**src/rtl/aes_round_ctrl.sv**
```systemverilog
// ---------------------------------------------------------------------------
// aes_round_ctrl
//
// Purpose:
//   Iterative AES-128 encryption sequencer. Takes one plaintext block per
//   handshake, performs the initial key whitening itself, then walks an
//   external single-round combinational datapath through NR rounds (one per
//   clock) and presents the ciphertext on a valid/ready output. This block
//   owns the only state register and round counter in the encryption path.
//
// Ports:
//   clk        in   1    rising-edge clock
//   rst_n      in   1    synchronous active-low reset
//   abort      in   1    (AES_ABORT_EN builds only) drop the block in flight
//   in_valid   in   1    plaintext offered
//   in_ready   out  1    accepting plaintext (IDLE only)
//   in_blk     in   128  plaintext, byte 0 = in_blk[7:0], column-major
//   rk_idx     out  4    round-key index requested from the key schedule
//   rk         in   128  round key for rk_idx (combinational lookup)
//   rnd_state  out  128  state register, fed to the round datapath
//   rnd_last   out  1    final round, datapath skips mixColumns
//   rnd_result in   128  round datapath output, already XORed with rk
//   out_valid  out  1    ciphertext available
//   out_ready  in   1    ciphertext consumed
//   out_blk    out  128  ciphertext (the state register)
//   busy       out  1    high in every state except IDLE
//
// Build option:
//   AES_ABORT_EN  adds the abort input; undefined gives the reset-only build.
// ---------------------------------------------------------------------------
module aes_round_ctrl #(
  parameter int NR = 10
) (
  input  logic         clk,
  input  logic         rst_n,
`ifdef AES_ABORT_EN
  input  logic         abort,
`endif
  input  logic         in_valid,
  output logic         in_ready,
  input  logic [127:0] in_blk,
  output logic [3:0]   rk_idx,
  input  logic [127:0] rk,
  output logic [127:0] rnd_state,
  output logic         rnd_last,
  input  logic [127:0] rnd_result,
  output logic         out_valid,
  input  logic         out_ready,
  output logic [127:0] out_blk,
  output logic         busy
);

  localparam logic [1:0] S_IDLE  = 2'd0;
  localparam logic [1:0] S_ROUND = 2'd1;
  localparam logic [1:0] S_DONE  = 2'd2;

  localparam logic [3:0] LAST_RND = 4'(NR);

  logic [1:0]   r_fsm;
  logic [3:0]   r_round;
  logic [127:0] r_state;

  logic         w_abort;
  logic         w_roundBad;
  logic         w_inRound;

  // The abort request only exists in the abort-enabled build; the default
  // build ties it off so the sequencing logic below is identical in both.
`ifdef AES_ABORT_EN
  assign w_abort = abort;
`else
  assign w_abort = 1'b0;
`endif

  // The counter can never legally pass the last round, so any larger value
  // means the register was upset and the block in flight is meaningless.
  assign w_roundBad = (r_round > LAST_RND);
  assign w_inRound  = (r_fsm == S_ROUND);

  // Main sequencer. IDLE whitens the accepted plaintext with round key 0,
  // ROUND captures one datapath result per clock, DONE holds the ciphertext
  // until the consumer takes it. Reset, abort (outside IDLE) and a corrupted
  // counter all funnel into the same cleared IDLE condition so a discarded
  // block can never leak out as an output pulse.
  always_ff @(posedge clk) begin
    if (!rst_n) begin
      r_fsm   <= S_IDLE;
      r_round <= 4'd0;
      r_state <= '0;
    end else if (w_roundBad || (w_abort && (r_fsm != S_IDLE))) begin
      r_fsm   <= S_IDLE;
      r_round <= 4'd0;
      r_state <= '0;
    end else begin
      case (r_fsm)
        S_IDLE: begin
          if (in_valid) begin
            r_state <= in_blk ^ rk;
            r_round <= 4'd1;
            r_fsm   <= S_ROUND;
          end
        end
        S_ROUND: begin
          r_state <= rnd_result;
          if (r_round == LAST_RND) begin
            r_fsm <= S_DONE;
          end else begin
            r_round <= r_round + 4'd1;
          end
        end
        S_DONE: begin
          if (out_ready) begin
            r_fsm   <= S_IDLE;
            r_round <= 4'd0;
          end
        end
        default: begin
          r_fsm   <= S_IDLE;
          r_round <= 4'd0;
          r_state <= '0;
        end
      endcase
    end
  end

  // Every output is a decode of registered state only, so the key-schedule
  // lookup and both handshakes have no combinational path from the inputs.
  assign in_ready  = (r_fsm == S_IDLE);
  assign out_valid = (r_fsm == S_DONE);
  assign busy      = (r_fsm != S_IDLE);
  assign rk_idx    = w_inRound ? r_round : 4'd0;
  assign rnd_last  = w_inRound && (r_round == LAST_RND);
  assign rnd_state = r_state;
  assign out_blk   = r_state;

endmodule

```
**config.mk**
```make
export PLATFORM = sky130hd
export DESIGN_NAME = aes_round_ctrl
export DESIGN_NICKNAME = d
export VERILOG_FILES = /design/src/rtl/aes_round_ctrl.sv
export SDC_FILE = /design/constraint.sdc
export NUM_CORES = 1
export LEC_CHECK = 0
export CELL_PAD_IN_SITES_DETAIL_PLACEMENT = 2
export CELL_PAD_IN_SITES_GLOBAL_PLACEMENT = 2
export CORE_AREA = 5 5 253 255
export DETAILED_ROUTE_END_ITERATION = 6
export DIE_AREA = 0 0 258 260
export DONT_BUFFER_PORTS = 1
export GPL_TIMING_DRIVEN = 0
export PLACE_DENSITY = 0.52
export SETUP_SLACK_MARGIN = 0.5
export SLEW_MARGIN = 20
export SYNTH_ARGS = -nofsm -noshare
export SYNTH_HDL_FRONTEND = slang
export SYNTH_SLANG_ARGS = --single-unit
```
**constraint.sdc**
```tcl
create_clock -name clk -period 2.35 [get_ports clk]
set_clock_uncertainty 0.05 [all_clocks]
set_input_delay 0.705 -clock clk [delete_from_list [all_inputs] [get_ports clk]]
set_output_delay 0.705 -clock clk [all_outputs]
set_load 0.02 [all_outputs]
```
==> results.yml, run 1 <==
clocking:
  clkSinkCount: 134
  clkTransAtPathRegs_ps: 70
  numCtsBuffers: 17
  cts_root_buf: "clkbuf_16"
  clock_latency_ps: 470
  cts-hold-fix-buffers: 0
  cts_max_level: 4
  cts_tree: "built"
  cts_buffer_depth: 2
layout:
  n_fill_cell: 7145
  most-common-layout-cells: "131 x dfxtp_4, 95 x buf_4, 83 x a21oi_1, 79 x xnor2_1, 79 x inv_1"
  area_delta_synth_final_pct: 33.9
  final_cell_area_um2: 10700
  layout-drive-gt1-share_pct: 35.3
  layout.nets: 1424
  layout.cells.most_common: "dfxtp_4"
  fin_cells: 1842
routing:
  wl_per_cell_um: 25.6
  dr_total_vias: 7416
  drtIter0Drc: 398
  dr.pass1.iters: 5
  via_per_inst: 4.03
  routed_wl_um: 47200
  route.detailed.drc: 0
  drtAntennaViolNets: 0
logic_synthesis:
  synth_edf_count: 0
  avgSynthCellArea_um2: 8.05
  synth_seq_cells: 134
  yosys_warnings: 0
  netlist_instances: 997
  netlist_area_um2: 8020
  synth_cell_types: 34
  ys.flop_type: "dfxtp_1"
  synth-seq-area-share_pct: 33.4
  synth-async-reset-ratio_pct: 0
  syn-num-nets: 1387
global_routing:
  gr-total-overflow: 0
  grt_pass1_vias: 8315
  grt_pass1_wl_um: 63700
  antenna_found_initial: 1
  grt_usage_pct: 13.3
  grt_max_degree: 17
floorplan:
  die_w_um: 258
  die_h_um: 260
  start_util_pct: 13.1
  die-area_um2: 67100
  io-pin-count: 652
  rows: 91
  core_um2: 61400
critical_path:
  crit_top_cell: "buf_6"
  setup.worst_path.end: "rk_idx[3]"
  worstPathMaxFanout: 5
  critPathSlowestCell: "dfxtp_2"
  crit_path_start: "r_fsm[0]"
  required_ps: 1590
  start_kind: "register"
  worstSetupPathDepth: 5
  reg2reg_depth: 5
  r2r_end: "out_blk[82]"
  r2r_start: "r_fsm[1]"
  cpPeakStageDelay_ps: 350
  critPathCaptureType: "output port"
  crit_family: "flip-flops"
  crit_buf_inv: 3
  crit_chain: "buf_6, nor2b_4, buf_6, buf_12, and2_4"
  cp.arrival_ps: 1530
  r2r_setup_slack_ps: 190
  crit_type: "reg2out"
sta:
  rsz0062_at_grt: "true"
  finalHoldViolations: 0
  max-slew-margin-rel_pct: 49.6
  fmax_ghz: 0.438
  slew_violations: 0
  tightestPinTransition_ps: 754
  fin_crit_sh_pct: 97.1
  setup_viol: 0
  min_period_ps: 2280
power_and_ir_drop:
  power_switching_mw: 2.74
  swShare_pct: 35.1
  power.density_nw_per_um2: 726
  power_leakage_nw: 4.22
  peakVddDrop_uv: 524
  p_seq_share_pct: 38.3
  clkPwrFrac_pct: 39.2
  p_int_mw: 5.06
  p_comb_share_pct: 22.5
job:
  cap_viol_max_count: 0
status:
  outcome: "completed"
placed_design:
  dp.final_hpwl_um: 38900
  dpl_cell_area_um2: 9020
  port_buffers: 0
  placedCellCount: 1787
  place_congestion: 0.773
min_path:
  hold_path_class: "in2reg"
## timing repair
item	4_1_cts	5_1_grt
pin swaps	1	3
resized for setup	324	67
setup buffers	10	8
setup endpoints to repair	281	169
## routing by layer
layer / share of wire, % / vias up / track usage, %
li1: - / 3386 / -
met1: 36 / 3577 / 14.0
met2: 54 / 414 / 25.0
met3: 7.5 / 39 / 4.44
met4: 1.9 / 0 / 4.27
met5: 0 / - / 0
## cell type report
| cell class | instances | area (um^2) | share of cell area [%] |
|---|---|---|---|
| antenna | 5 | 12.5 | 0.116 |
| buffer | 203 | 1690 | 15.8 |
| clock buffer | 17 | 425 | 3.96 |
| clock inverter | 15 | 216 | 2.01 |
| inverter | 81 | 309 | 2.88 |
| multi-input combinational | 579 | 3770 | 35.1 |
| sequential | 134 | 3180 | 29.6 |
| tap | 790 | 988 | 9.20 |
| timing repair buffer | 18 | 148 | 1.37 |
## kinds of logic after synthesis
logic type	after synthesis	synth area share (%)
compound gates	218	18.0
xor+xnor	129	14.1
fa+ha+maj	2	0.312
buf+inv	284	20.2
flops	134	33.4
mux	1	0.140
simple gates	229	13.7
## sequential cells by signal, summed over array words and instances (netlist names)
register / count
r_fsm: 2
r_round: 4
out_blk: 128
## synth_stat cells, types with 31 or more instances
cell,instances,area [um^2]
dfxtp_1,134,2680
a21oi_1,83,415
buf_2,31,155
xnor2_1,79,692
a222oi_1,50,500
buf_4,128,961
clkbuf_1,34,128
inv_1,80,300
and3_1,77,482
xor2_1,50,438
nor2_1,56,210
o22ai_1,77,482
nand2_1,78,293
## power by group through the flow
stage	Clock, mW	Combinational, mW	Sequential [mW]
global route	3.29	1.91	3.03
detailed placement	0	1.69	3.04
floorplan	0	1.28	2.89
CTS	3.24	1.79	3.01
finish	3.06	1.76	2.99
global placement	0	1.66	3.03
## worst reg2reg max path, cell delays in order, from the launching register on
cell and delay, ps:
dfxtp_4 380, nor2b_1 120, nor2_1 600, clkbuf_1 610, a222oi_1 180, nor2_1 130
## metrics by stage
stage	setup slack (ps)	hold WS [ps]	power, mW	TNS (ps)	utilization [%]
after floorplan	478	437	4.17	0	-
after global placement	-703	478	4.69	-8240	14.7
after detailed placement	-714	487	4.72	-8970	14.7
after CTS	-19.7	302	8.04	-19.7	17.2
after global routing	-37.3	330	8.23	-58.7	17.5
final	67.3	365	7.80	0	17.5
## how the worst min path moves through the flow
stage	endpoint	startpoint	cells after the start	slack (ps)
final	out_blk[60]	rnd_result[60]	2	360
after global placement	r_round[3]	r_round[3]	2	480
after global routing	out_blk[53]	rnd_result[53]	2	330
after floorplan	r_round[3]	r_round[3]	2	440
after detailed placement	r_round[3]	r_round[3]	2	490
after CTS	out_blk[104]	rnd_result[104]	2	300
Power figures use the tool's default switching activity.
==> run 2, diff against run 1 <==
Settings changed: ABC_AREA from default to 1, CORE_AREA 5 5 253 255 to 5 5 250 252, DIE_AREA 0 0 258 260 to 0 0 255 257, PLACE_DENSITY 0.52 to default, PLACE_DENSITY_LB_ADDON from default to 0.15.
==> run 2 against run 1 <==
  * Clock power fell by 13%
  * First-iteration DRC count is 41% lower
  * Critical endpoint is now rnd_last
  * Final area up 3.7%
  * Highest routed layer unchanged
  * Largest power group is now sequential cells
==> results.yml, run 2 <==
global_routing:
  grt_pass1_wl_um: 68400
  grt_max_degree: 17
  grt_use_met3_pct: 5.21
  met1_usage_pct: 14.9
  grt_pass1_vias: 10142
  antenna_found_initial: 0
  gr-total-overflow: 0
  grt_usage_pct: 14.2
  use_met2_pct: 26.6
  grt.busiest_layer: "met2"
routing:
  routed_wl_um: 48700
  drtIter0Drc: 236
  drtAntennaViolNets: 0
  wl_per_cell_um: 21.7
  route.detailed.drc: 0
  dr_total_vias: 9257
  via_per_inst: 4.12
  dr.pass1.iters: 4
logic_synthesis:
  avgSynthCellArea_um2: 5.98
  synth_commonest_cells: "656 x nand2_1, 142 x nor2_1, 134 x dfxtp_1"
  synth-seq-area-share_pct: 31.6
  synth_cell_types: 20
  yosys_warnings: 0
  synth_top_area_share_pct: 31.6
  synthAdderAreaFrac_pct: 0.295
  synth-async-reset-ratio_pct: 0
  synthSimpleGateAreaFrac_pct: 35.9
  synth_mux_area_share_pct: 0
  synth_top_family_by_area: "simple AND/OR/NAND/NOR gates"
  synth_seq_cells: 134
  synth_top_area_cell: "dfxtp_1"
  syn-num-nets: 1808
  netlist_instances: 1418
  synth_compound_area_share_pct: 15.5
  synth_edf_count: 0
  ys.flop_type: "dfxtp_1"
  netlist_area_um2: 8480
  yosysMostFrequentCell: "nand2_1"
  synth_area_leaders: "dfxtp_1 32%, nand2_1 29%, buf_4 11%, a21oi_1 7.8%, nor2_1 6.3%"
  synth_xor_area_share_pct: 0.103
sta:
  finalHoldViolations: 0
  rsz0062_at_grt: "true"
  slew_violations: 0
  fin_crit_sh_pct: 88.0
  setup_viol: 0
  fmax_ghz: 0.484
  setup_ws_ps: 283
  max-slew-margin-rel_pct: 62.9
  min_period_ps: 2070
  tightestPinTransition_ps: 556
floorplan:
  die-area_um2: 65500
  die_h_um: 257
  io-pin-count: 652
  core_um2: 59900
  rows: 90
  start_util_pct: 14.2
  die_w_um: 255
layout:
  largest_reg_flops: 128
  ff_latch_area_um2: 3180
  final_util_pct: 18.6
  multi_input_area_um2: 4500
  most-common-layout-cells: "654 x nand2_1, 136 x nor2_1, 132 x a21oi_1, 131 x dfxtp_4, 99 x o21ai_1"
  layout.nets: 1842
  n_fill_cell: 7151
  layout-drive-gt1-share_pct: 26.3
  layout.cells.most_common: "nand2_1"
  antenna_cells: 0
  area_delta_synth_final_pct: 31.3
min_path:
  min_to: "r_fsm[1]"
  min-delay-start: "out_ready"
  hold_path_class: "in2reg"
  hold_depth: 3
critical_path:
  r2r_start: "r_fsm[0]"
  cp.arrival_ps: 1310
  crit_buf_inv: 1
  reg2reg_depth: 9
  cpPeakStageDelay_ps: 350
  start_kind: "register"
  r2r_end: "out_blk[119]"
  crit_family: "flip-flops"
  r2r_setup_slack_ps: 620
  worstPathMaxFanout: 2
  crit_chain: "inv_4, ha_4, nand3_4, nor2_4"
  required_ps: 1590
  crit_type: "reg2out"
  critPathSlowestCell: "dfxtp_4"
  critPathCaptureType: "output port"
clocking:
  numCtsBuffers: 17
  cts_buffer_depth: 2
  cts_max_level: 4
  clkSinkCount: 134
  cts_root_buf: "clkbuf_16"
  clock_latency_ps: 470
  clkTransAtPathRegs_ps: 60
  cts_tree: "built"
  cts-hold-fix-buffers: 0
power_and_ir_drop:
  power_leakage_nw: 4.83
  peakVddDrop_uv: 573
  power.density_nw_per_um2: 709
placed_design:
  port_buffers: 0
  post-place-ws_ps: -141
  place_congestion: 0.763
  dp.final_hpwl_um: 40600
job:
  cap_viol_max_count: 0
status:
  outcome: "completed"
## run 2: changes by cell type after synthesis, sizes merged, moves of 6 or more
| cell | before | now |
|---|---|---|
| nor2 | 56 | 143 |
| and3 | 77 | 0 |
| xnor2 | 79 | 0 |
| inv | 81 | 16 |
| o21ai | 4 | 130 |
| a222oi | 50 | 0 |
| a21oi | 83 | 132 |
| o22ai | 77 | 0 |
| xor2 | 50 | 1 |
| nand3 | 0 | 6 |
| nand2 | 78 | 657 |
| clkbuf | 34 | 23 |
## run 2: layout make-up
type	instances	share of cell area, %
multi-input cells	1071	40.4
repair buffers	15	1.30
plain buffers	197	15.3
flip-flops and latches	134	28.5
clock buffers	22	4.08
inverters	16	0.651
well taps	782	8.78
clock inverters	10	0.944
## run 2: power breakdown
part	leakage (nW)	switching, mW	internal (mW)
clock network	0.273	1.10	1.57
registers	1.19	0.601	2.53
logic	3.36	1.26	0.841
total	4.83	2.96	4.94
## run 2: tightest hold or removal path, stage by stage
cell and delay, ps:
inv_1 20, nand3_1 90, a21oi_1 70
## run 2: through the flow
step           total power, mW  hold slack (ps)  cell area (um^2)  instances  setup TNS [ps]
5_1_grt                   8.42              388             11100       2247               0
3_5_place_dp              5.15              454              9460       2200           -3100
4_1_cts                   8.11              348             11000       2241               0
6_report                  7.90              410             11100       2247               0
2_1_floorplan             4.48              417              8480       1418               0
3_3_place_gp              5.12              440              9460       2200           -1060
## run 2: repair_timing
action	CTS	global route
gates cloned	1	0
gates resized for setup	375	41
endpoints found under the setup margin	282	139
setup buffers	8	6
pin swaps	5	6
## run 2: cells by family after synthesis
family                   after synthesis
AND/OR/NAND/NOR                      806
AO/OA/AOI/OAI                        262
buffers and inverters                213
flip-flops                           134
adder cells (fa/ha/maj)                2
XOR/XNOR                               1
## run 2: how the worst max path moves through the flow
stage	startpoint	end	cells past startpoint
6_report	r_round[0]	rnd_last	4
5_1_grt	r_round[1]	rnd_last	3
4_1_cts	r_round[0]	rnd_last	4
3_5_place_dp	r_round[0]	out_blk[50]	8
3_3_place_gp	r_round[0]	out_blk[59]	8
2_1_floorplan	r_round[1]	rnd_last	3
## run 2: metal layers
layer  wire, um  vias to the layer above  share of wire [%]
li1           -                     4424                  -
met1      18300                     4469                 38
met2      26000                      335                 53
met3       3870                       29                7.9
met4        590                        0                1.2
met5          0                        -                  0
==> run 3, diff against run 2 <==
--- a/config.mk
+++ b/config.mk
@@ -6,10 +6,9 @@
 export NUM_CORES = 1
 export LEC_CHECK = 0
-export ABC_AREA = 1
 export CELL_PAD_IN_SITES_DETAIL_PLACEMENT = 2
 export CELL_PAD_IN_SITES_GLOBAL_PLACEMENT = 2
-export CORE_AREA = 5 5 250 252
+export CORE_AREA = 5 5 253 255
 export DETAILED_ROUTE_END_ITERATION = 6
-export DIE_AREA = 0 0 255 257
+export DIE_AREA = 0 0 258 260
 export DONT_BUFFER_PORTS = 1
 export GPL_TIMING_DRIVEN = 0
--- a/constraint.sdc
+++ b/constraint.sdc
@@ -3,3 +3,3 @@
 set_input_delay 0.705 -clock clk [delete_from_list [all_inputs] [get_ports clk]]
 set_output_delay 0.705 -clock clk [all_outputs]
-set_load 0.02 [all_outputs]
+set_load 0.005 [all_outputs]
==> run 3 against run 2 <==
  * Via count shrank 20%
  * Critical endpoint is now rk_idx[2]
  * Clock power is 7% higher
  * First-iteration DRC count increased by 48%
  * Sequential cell count did not move
  * Final cell count decreased by 17%
  * Register-to-register slack got worse by 290 ps
  * Combinational power decreased by 22%
==> results.yml, run 3 (synthesis results as in run 1) <==
status:
  outcome: "completed"
global_routing:
  gr-total-overflow: 0
  antenna_found_initial: 4
  grt_usage_pct: 13.3
  grt_pass1_vias: 8571
  grt_max_degree: 17
  grt_pass1_wl_um: 63900
layout:
  layout-drive-gt1-share_pct: 33.7
  largest_reg_flops: 128
  final_util_pct: 17.4
  most-common-layout-cells: "151 x buf_4, 83 x a21oi_1, 79 x xnor2_1, 79 x inv_1, 77 x o22ai_1"
  layout.cells.most_common: "buf_4"
  layout.nets: 1447
  final_cell_area_um2: 10700
  n_fill_cell: 7081
  area_delta_synth_final_pct: 33.5
sta:
  setup_viol: 0
  fin_setup_tns_ps: 0
  slew_violations: 0
  tightestPinTransition_ps: 687
  fin_crit_sh_pct: 92.5
  min_period_ps: 2170
  max-slew-margin-rel_pct: 54.2
  finalHoldViolations: 0
  fmax_ghz: 0.460
  hold_slack_ps: 360
  rsz0062_at_grt: "true"
clocking:
  clock_latency_ps: 470
  cts_tree: "built"
  clkSinkCount: 134
  cts-hold-fix-buffers: 0
  clkTransAtPathRegs_ps: 70
  numCtsBuffers: 17
  cts_max_level: 4
  cts_buffer_depth: 2
  cts_root_buf: "clkbuf_16"
placed_design:
  dp.final_hpwl_um: 36300
  port_buffers: 0
  dpl_cell_area_um2: 9010
  place_congestion: 0.720
critical_path:
  crit_family: "buffers and inverters"
  crit_chain: "buf_6, nor2b_4, buf_6, buf_8, and2_4"
  cpPeakStageDelay_ps: 330
  critPathSlowestCell: "dfxtp_2"
  start_kind: "register"
  cp.arrival_ps: 1420
  worstPathMaxFanout: 5
  crit_type: "reg2out"
  crit_buf_inv: 3
  crit_top_cell: "buf_6"
  r2r_setup_slack_ps: 330
  critPathCaptureType: "output port"
  required_ps: 1590
routing:
  dr_total_vias: 7421
  dr.pass1.iters: 5
  wl_per_cell_um: 25.1
  drtIter0Drc: 349
  routed_wl_um: 46700
  route.detailed.drc: 0
  drtAntennaViolNets: 0
  via_per_inst: 3.99
power_and_ir_drop:
  power.density_nw_per_um2: 677
  swShare_pct: 31.7
  power_leakage_nw: 4.38
  power_switching_mw: 2.30
  p_comb_share_pct: 22.5
  p_seq_share_pct: 38.2
  peakVddDrop_uv: 537
  clkPwrFrac_pct: 39.3
  p_int_mw: 4.95
floorplan:
  die_h_um: 260
  die_w_um: 258
  rows: 91
  core_um2: 61400
  start_util_pct: 13.1
  io-pin-count: 652
  die-area_um2: 67100
job:
  cap_viol_max_count: 0
min_path:
  hold_path_class: "in2reg"
-- run 3: cell count changes in the layout (fill, tap and decap cells not counted), moves of 75 or more --
cell / before / now
and3_1: 0 / 75
o21ai_1: 99 / 1
buf_6: 81 / 6
dfxtp_4: 131 / 7
o22ai_1: 0 / 77
nor2_1: 136 / 53
xnor2_1: 0 / 79
nand2_1: 654 / 75
-- run 3: metal layers --
metal  global-route usage [%]  part of all wire [%]  vias up
li1                         -                     -     3416
met1                     14.6                    39     3589
met2                     23.7                    52      381
met3                     4.94                   7.2       33
met4                     4.23                   1.9        2
met5                        0                 0.034        -
-- run 3: what timing repair did --
| action | 4_1_cts | 5_1_grt |
|---|---|---|
| endpoints found under the setup margin | 194 | 160 |
| buffers inserted | 28 | 3 |
| gates resized for setup | 178 | 36 |
| gates cloned | 9 | 1 |
| pin swaps | 12 | 19 |
-- run 3: power by group through the flow --
stage               Sequential [mW]  Combinational, mW  Clock (mW)
floorplan                      2.67               1.05           0
global placement               2.82               1.42           0
detailed placement             2.81               1.42           0
CTS                            2.78               1.66        3.05
global route                   2.80               1.80        3.12
finish                         2.77               1.63        2.85
-- run 3: area by class of cell --
cell class	instances	area [um^2]	area share (%)
inverter	81	309	2.89
timing repair buffer	41	642	6.00
multi-input combinational	579	3820	35.7
sequential	134	2800	26.1
clock inverter	14	149	1.39
clock buffer	18	439	4.10
buffer	203	1560	14.5
antenna	2	5.00	0.0468
tap	790	988	9.23
-- run 3: through the flow --
stage / std cells / power (mW) / setup WS, ps
final: 1862 / 7.25 / 176
after global routing: 1862 / 7.72 / 79.9
after CTS: 1856 / 7.48 / 98.2
after detailed placement: 1787 / 4.23 / -377
after global placement: 1787 / 4.23 / -427
after floorplan: 997 / 3.72 / 501
-- run 3: final timing paths --
kind | from | to | depth (start not counted)
setup / recovery | r_fsm[0] | rk_idx[2] | 5
hold / removal | rnd_result[107] | out_blk[107] | 2
setup reg to reg | r_fsm[1] | out_blk[84] | 10
hold reg to reg | out_blk[25] | out_blk[25] | 2
-- run 3: worst register-to-register path, cell delays in order (launching register included) --
cell	delay [ps]
dfxtp_4	370
buf_4	140
or2_4	280
inv_4	90
and2_4	220
buf_12	180
buf_16	160
buf_12	100
buf_8	100
nand2_2	50
and3_1	180
